File: src/rtl/tdc_hit_scheduler.sv
// Multi-channel TDC hit scheduler: per-channel hit capture, round-robin arbitration,
// popcount fine-time encoding with thermometer check, and a valid/ready record output.
module tdc_hit_scheduler #(
    parameter int NCH  = 8,
    parameter int FT_W = 32,
    parameter int CT_W = 16
) (
    input  logic                     clk,
    input  logic                     rst_n,
    input  logic                     enable,
    input  logic [NCH-1:0]           hit_valid,
    input  logic [NCH*FT_W-1:0]      hit_fine,
    output logic                     out_valid,
    input  logic                     out_ready,
    output logic [$clog2(NCH)-1:0]   out_chan,
    output logic [CT_W-1:0]          out_coarse,
    output logic [$clog2(FT_W):0]    out_fine,
    output logic                     out_err,
    output logic [15:0]              drop_cnt,
    output logic                     busy
);
    localparam int CH_W = $clog2(NCH);
    localparam int FN_W = $clog2(FT_W) + 1;

    typedef enum logic [1:0] {IDLE, ENC, OUT} state_t;

    state_t            state_reg, state_next;
    logic [CT_W-1:0]   coarse_reg;
    logic [NCH-1:0]    pending_reg, pending_next;
    logic [NCH-1:0]    grant_vec, accept_vec, drop_vec;
    logic [CH_W-1:0]   last_grant_reg, grant_idx, scan_idx;
    logic              grant_found, grant_fire;
    logic [15:0]       drop_cnt_reg, drop_cnt_next;
    logic [16:0]       drop_sum;

    logic [FT_W-1:0]   hold_fine [NCH];
    logic [CT_W-1:0]   hold_coarse [NCH];

    logic [FT_W-1:0]   pipe_fine_reg;
    logic [CT_W-1:0]   pipe_coarse_reg;
    logic [CH_W-1:0]   pipe_chan_reg;
    logic [FN_W-1:0]   pop;
    logic [FT_W-1:0]   therm;

    // Round-robin search starts just above the last grant; offset NCH wraps back to it.
    always_comb begin
        grant_idx   = '0;
        grant_found = 1'b0;
        scan_idx    = '0;
        for (int k = 1; k <= NCH; k++) begin
            scan_idx = last_grant_reg + CH_W'(k);
            if (!grant_found && pending_reg[scan_idx]) begin
                grant_idx   = scan_idx;
                grant_found = 1'b1;
            end
        end
    end

    assign grant_fire = (state_reg == IDLE) && grant_found;

    // A hit on the channel being granted this edge refills the slot instead of dropping.
    for (genvar gi = 0; gi < NCH; gi++) begin : g_chan
        assign grant_vec[gi]    = grant_fire && (grant_idx == CH_W'(gi));
        assign accept_vec[gi]   = enable && hit_valid[gi] && (!pending_reg[gi] || grant_vec[gi]);
        assign drop_vec[gi]     = enable && hit_valid[gi] && pending_reg[gi] && !grant_vec[gi];
        assign pending_next[gi] = accept_vec[gi] || (pending_reg[gi] && !grant_vec[gi]);
    end

    always_comb begin
        drop_sum = {1'b0, drop_cnt_reg};
        for (int i = 0; i < NCH; i++) begin
            drop_sum = drop_sum + 17'(drop_vec[i]);
        end
        drop_cnt_next = drop_sum[16] ? 16'hFFFF : drop_sum[15:0];
    end

    always_comb begin
        pop = '0;
        for (int j = 0; j < FT_W; j++) begin
            pop = pop + FN_W'(pipe_fine_reg[j]);
        end
    end

    // Ideal thermometer code for the measured popcount; any other pattern is an error.
    for (genvar gi = 0; gi < FT_W; gi++) begin : g_therm
        assign therm[gi] = (pop > FN_W'(gi));
    end

    always_comb begin
        state_next = state_reg;
        case (state_reg)
            IDLE:    if (grant_found) state_next = ENC;
            ENC:     state_next = OUT;
            OUT:     if (out_ready) state_next = IDLE;
            default: state_next = IDLE;
        endcase
    end

    always_ff @(posedge clk) begin
        for (int i = 0; i < NCH; i++) begin
            if (accept_vec[i]) begin
                hold_fine[i]   <= hit_fine[i*FT_W +: FT_W];
                hold_coarse[i] <= coarse_reg;
            end
        end
    end

    always_ff @(posedge clk or negedge rst_n) begin
        if (!rst_n) begin
            state_reg       <= IDLE;
            pending_reg     <= '0;
            coarse_reg      <= '0;
            drop_cnt_reg    <= '0;
            last_grant_reg  <= CH_W'(NCH - 1);
            pipe_fine_reg   <= '0;
            pipe_coarse_reg <= '0;
            pipe_chan_reg   <= '0;
            out_chan        <= '0;
            out_coarse      <= '0;
            out_fine        <= '0;
            out_err         <= 1'b0;
        end else begin
            state_reg    <= state_next;
            pending_reg  <= pending_next;
            drop_cnt_reg <= drop_cnt_next;
            if (enable) begin
                coarse_reg <= coarse_reg + 1'b1;
            end
            if (grant_fire) begin
                pipe_fine_reg   <= hold_fine[grant_idx];
                pipe_coarse_reg <= hold_coarse[grant_idx];
                pipe_chan_reg   <= grant_idx;
                last_grant_reg  <= grant_idx;
            end
            if (state_reg == ENC) begin
                out_chan   <= pipe_chan_reg;
                out_coarse <= pipe_coarse_reg;
                out_fine   <= pop;
                out_err    <= (pipe_fine_reg != therm);
            end
        end
    end

    assign out_valid = (state_reg == OUT);
    assign drop_cnt  = drop_cnt_reg;
    assign busy      = (state_reg != IDLE) || (|pending_reg);

endmodule

File: config.mk
export PLATFORM = sky130hd
export DESIGN_NAME = tdc_hit_scheduler
export DESIGN_NICKNAME = d
export VERILOG_FILES = /design/src/rtl/tdc_hit_scheduler.sv
export SDC_FILE = /design/constraint.sdc
export NUM_CORES = 1
export LEC_CHECK = 0
export CAP_MARGIN = 20
export CORE_MARGIN = 2
export CORE_UTILIZATION = 55
export CTS_BUF_LIST = sky130_fd_sc_hd__clkbuf_8
export DETAILED_ROUTE_END_ITERATION = 10
export GPL_ROUTABILITY_DRIVEN = 0
export PLACE_DENSITY = 0.8
export SYNTH_ARGS = -nofsm -noshare
export SYNTH_HDL_FRONTEND = slang
export SYNTH_SLANG_ARGS = --single-unit
File: constraint.sdc
create_clock -name clk -period 19.95 [get_ports clk]
set_input_delay 2.9925 -clock clk [delete_from_list [all_inputs] [get_ports clk]]
set_output_delay 2.9925 -clock clk [all_outputs]
set_load 0.1 [all_outputs]
After elaboration in Yosys (flattened, before gate mapping)
Memories as Yosys holds them, arrays and structs flattened. A register that Yosys moved wholly into a read port is not among the register bits.
Cells that the tools add are included.

word-level totals
  register bits = 74
  latch bits = 0
  bits in writable memories = 384
  memory bits (read-only) = 0
  output and inout port bits = 44
  logic and storage cells = 266
  memories = 2

memory list
  memory       words  width  read ports  clocked after Yosys merged registers in  wr ports  RTL line  RTL
  hold_fine    8      32     1           1                                        8         36        logic [FT_W-1:0] hold_fine [NCH];
  hold_coarse  8      16     1           1                                        8         37        logic [CT_W-1:0] hold_coarse [NCH];

cells by class
  $add $sub $neg = 47
  multipliers = 0
  div/mod/pow operators = 0
  magnitude comparators = 40
  equality and inequality tests = 12
  shifts and indexed selects = 0
  mux-type cells = 52
  bitwise logic cells = 0
  reductions and logical operators = 103

operator list
  operator                                            count
  adder 6 x 1 -> 6 bit                                26
  adder 17 x 1 -> 17 bit                              7
  > comparator 6 x 5 -> 1 bit, second input constant  16
  logical AND 1 bit                                   56
  > comparator 6 x 4 -> 1 bit, second input constant  8
  < comparator 3 x 4 -> 1 bit, second input constant  8
  two-way mux 1 bit                                   32
  != test 32 bit                                      1
  zero test 1 bit                                     25
  binary-select mux 1 bit (select 3 bit)              8
  > comparator 6 x 3 -> 1 bit, second input constant  4
  two-way mux 3 bit                                   8
  adder 16 x 1 -> 17 bit                              1
  logical OR 1 bit                                    17
  adder 16 x 1 -> 16 bit, second input constant       1
  two-way mux 16 bit                                  1
  adder 3 bit, second input constant                  4
  == test 3 bit, second input constant                4
  > comparator 6 x 1 -> 1 bit, second input constant  2
  > comparator 6 x 2 -> 1 bit, second input constant  2
  OR reduction 8 bit                                  1
  adder 3 x 2 -> 3 bit, second input constant         2
  adder 5 x 1 -> 6 bit                                1
  == test 3 x 2 -> 1 bit, second input constant       2
  other kinds (16)                                    17

Logic depth before layout (Yosys ltp)
  word-level depth = 38
  gate-level depth with buffers = 31

Worst setup path after synthesis
OpenSTA, ideal clock, no wires.

  path kind = reg2reg
  from = register last_grant_reg[0]
  to = register drop_cnt_reg[10] (netlist: drop_cnt[10])
  library setup time = 0.134 ns
  arrival time = 7.437 ns
  slack = 12.379 ns
  cell stages (with the launch flop) = 30
  buffers on the path = 7
  period minus slack after synthesis = 7.571 ns
  path through = dfstp_2 > buf_6 > buf_2 > inv_2 > ha_1 > clkbuf_1 > buf_2 > mux2_2 > mux4_2 > a311o_1 > o2111ai_1 > o2111a_1 > a311o_1 > buf_2 > buf_2 > nand3_1 > nand2_1 > nor2_1 > fa_1 > inv_1 > fa_1 > inv_1 > fa_1 > fa_1 > fa_1 > a21o_1 > a21oi_1 > or3_1 > clkbuf_1 > nand2_1

between the ends
  longest elaborated chain between the ends = 38
  elaborated cells between the ends (all ways) = 95
  classes of those cells = add/sub: 15; eq/ne: 7; mux: 33; reduce/logical: 40

RTL lines
  what                                     RTL line  RTL
  start, declared                          31        logic [CH_W-1:0] last_grant_reg, grant_idx, scan_idx;
  start signal, assigned                   114       last_grant_reg <= CH_W'(NCH - 1);
  start signal, assigned                   133       last_grant_reg <= grant_idx;
  adder 3 x 1 -> 3 bit                     51        scan_idx = last_grant_reg + CH_W'(k);
  binary-select mux 1 bit (select 3 bit)   52        if (!grant_found && pending_reg[scan_idx]) begin
  two-way mux 1 bit (not written as such)  52
  two-way mux 1 bit                        52
  zero test 1 bit                          52
  logical AND 1 bit                        52
  two-way mux 1 bit                        52
  zero test 1 bit                          52
  [... 18 more ...]                        n/a
  logical AND 1 bit                        63        assign grant_vec[gi] = grant_fire && (grant_idx == CH_W'(gi));
  zero test 1 bit                          65        assign drop_vec[gi] = enable && hit_valid[gi] && pending_reg[gi] && !grant_vec[gi];
  logical AND 1 bit                        65
  adder 16 x 1 -> 17 bit                   72        drop_sum = drop_sum + 17'(drop_vec[i]);
  adder 17 x 1 -> 17 bit (6 in a row)      72
  adder 17 x 1 -> 17 bit *                 72
  two-way mux 16 bit *                     74        drop_cnt_next = drop_sum[16] ? 16'hFFFF : drop_sum[15:0];
  named net drop_cnt_next[10]              33        logic [15:0] drop_cnt_reg, drop_cnt_next;
  end signal, assigned                     125       drop_cnt_reg <= drop_cnt_next;
  end, declared                            33

The timed path passes the listed nets; every way through them passes the cells marked *. The select of a mux whose other input is x is not followed.
A chain may end at the register's enable or synchronous reset.

Final worst setup path
  from = register last_grant_reg[1]
  to = register drop_cnt_reg[3] (netlist: drop_cnt[3])

The elaborated chain is that of the path after synthesis.

==> metrics.cfg <==
[run_status]
status = completed

[global_route]
grt_max_degree = 102
grt_pass1_vias = 14600
grt_pass1_wl_mm = 84.8
overflow = 0
track_usage_pct = 27.0
antenna_found_initial = 2

[sta]
clock.fmax_mhz = 120
finalSetupViolations = 0
drv_slew = 0
fin_skew_ns = 0.0260
min_period_over_period_pct = 41.7
hold_slack_ns = 0.483
postLayoutSetupSlackWorst_ns = 11.62
relSlewSlack_pct = 23.3
tns_ns = 0
grt_setup_unrepaired = false
worst_slew_pin_slew_ns = 1.14
finalHoldViolCount = 0
fin_crit_ns = 8.33

[final_layout]
post-route-cell-area_um2 = 27300
syn2layout_area_growth_pct = 23.7
layout.area.seq_um2 = 14600
fillers = 2685
multi_input_area_um2 = 6950
drive_above_1_share_pct = 10.3
largest_reg_flops = 256
fin_nets = 2102

[die]
num_rows = 73
die_width_um = 204
initial_core_util_pct = 55.6
io_pins = 312
die_area_um2 = 41700
core_um2 = 39600
die_y_um = 204

[drt]
drt_pass1_iterations = 5
wl_per_cell_um = 23.6
drc_errors = 0
vias = 14100
ant_nets = 0
totalWireLength_mm = 56.2
via_per_inst = 5.90
drtIter0Drc = 1133

[clock_network]
cts_root_buf = clkbuf_8
cts_hold_buf = 0
ctsResizeCount = 0
cts_tree = done
post_cts.repair.setup_buffers = 0
cts.sinks = 506
cts_max_path_buffers = 3
h-tree-depth = 3
cts-buffers-inserted = 81
clkTransAtPathRegs_ns = 0.06
clkLatencyLatePin_ns = 0.65

[placement]
place.detailed.hpwl_mm = 36.0
io_buffer_count = 311
dpl_cell_area_um2 = 25700
pre_cts_ws_ns = 11.71

[synth]
synth.avg_cell_area_um2 = 15.2
synth_edf_count = 384
synth_warnings = 0
syn_inst = 1452
synth-async-reset-ratio_pct = 24.1
yosys_most_used_dff = edfxtp_1
syn_area_um2 = 22100
ys_ff_latch = 506
synth_cell_types = 67
synth_nets = 1765
seq_area_frac_synth_pct = 66.1

[setup_path]
setup.worst_path.end_class = flop
critical_path.max_fanout = 17
startpoint_type = flop
worstPathArrival_ns = 8.81
crit_type = flop to flop
required_ns = 20.43

[flow_run]
max_cap_viol_count = 0

[hold_path]
hp-class = flop to flop

worst paths after layout:
kind,end,slack [ns],depth (start not counted),from
max,drop_cnt[3]$_DFF_PN0_,11.62,22,last_grant_reg[1]$_DFFE_PN1P_
max in group asynchronous,pipe_fine_reg[4]$_DFFE_PN0P_,16.23,2,rst_n
min reg2reg,out_fine[4]$_DFFE_PN0N_,0.48,2,out_fine[4]$_DFFE_PN0N_
min,out_fine[4]$_DFFE_PN0N_,0.48,2,out_fine[4]$_DFFE_PN0N_
max reg2reg,drop_cnt[3]$_DFF_PN0_,11.62,22,last_grant_reg[1]$_DFFE_PN1P_
min in group asynchronous,out_coarse[11]$_DFFE_PN0N_,2.36,1,rst_n
synth_stat cells (8+ instances only):
| cell type | n | area, um^2 |
|---|---|---|
| a21oi_1 | 26 | 130 |
| edfxtp_1 | 384 | 11500 |
| nand2b_1 | 8 | 50.1 |
| o22ai_1 | 51 | 319 |
| a31oi_1 | 10 | 62.6 |
| inv_1 | 52 | 195 |
| nor4_1 | 9 | 56.3 |
| nor2b_1 | 11 | 68.8 |
| fa_1 | 29 | 581 |
| xor2_1 | 14 | 123 |
| nand2_1 | 75 | 282 |
| buf_2 | 16 | 80.1 |
| buf_6 | 10 | 113 |
| o21ai_0 | 28 | 140 |
| dfrtp_1 | 119 | 2980 |
| buf_4 | 11 | 82.6 |
| mux2_2 | 29 | 327 |
| ha_1 | 16 | 200 |
| clkbuf_1 | 39 | 146 |
| nand4_1 | 13 | 81.3 |
| a221o_1 | 49 | 490 |
| xnor2_1 | 25 | 219 |
| mux2i_1 | 258 | 2580 |
| nor3_1 | 12 | 60.1 |
| nand3_1 | 19 | 95.1 |
| nor2_1 | 49 | 184 |
worst max-delay path: stages (launching register included):
cell and delay, ns:
dfstp_2 0.71, clkinv_1 0.29, ha_1 0.71, mux4_2 0.44, mux2i_1 0.37, mux2_1 0.37, o2111ai_1 0.10, o2111a_1 0.28
a311o_2 0.48, nand3_1 0.26, nand2_1 0.16, nor2_1 0.07, fa_1 0.48, inv_1 0.06, fa_1 0.55, inv_1 0.06
fa_1 0.52, fa_1 0.48, fa_1 0.41, a21o_1 0.19, a21oi_1 0.53, or3_1 0.48, o21ai_0 0.16
cell type report:
type	instances	share of cell area [%]
clock buffer	91	4.59
multi-input combinational	815	25.5
antenna	3	0.0275
tap	525	2.41
clock inverter	60	1.33
sequential	506	53.4
inverter	54	0.743
timing repair buffer	331	12.0
per-stage QoR:
step | cells | util, %
4_1_cts | 2381 | 68.8
3_3_place_gp | 2230 | 64.8
6_report | 2385 | 68.9
2_1_floorplan | 1452 | -
5_1_grt | 2384 | 68.9
3_5_place_dp | 2230 | 64.8
placed cells by master, fill, tap and decap left out, types with 19 or more instances in the layout:
cell	synthesis	final
xnor2_1	25	25
clkbuf_8	0	91
fa_1	29	29
o22ai_1	51	51
inv_1	52	82
clkdlybuf4s50_1	0	310
mux2i_1	258	258
a21oi_1	26	24
dfrtp_1	119	119
edfxtp_1	384	384
nand3_1	19	19
nor2_1	49	49
mux2_2	29	29
nand2_1	75	73
o21ai_0	28	28
a221o_1	49	49
logic make-up after synthesis:
group | synth area share [%]
flip-flops | 66.1
multiplexers | 14.0
AO/OA/AOI/OAI | 7.18
AND/OR/NAND/NOR | 4.63
buffers and inverters | 2.85
adder cells (fa/ha/maj) | 3.54
XOR/XNOR | 1.67
routing by layer:
metal | share of wire, % | GRT usage [%]
met1 | 40 | 35.0
met2 | 50 | 44.7
met3 | 7.9 | 5.96
met4 | 2.6 | 10.2
met5 | 0 | 0
Power is not shown: default switching activity piles up to over one toggle a cycle in this logic, so the estimate is an artifact.
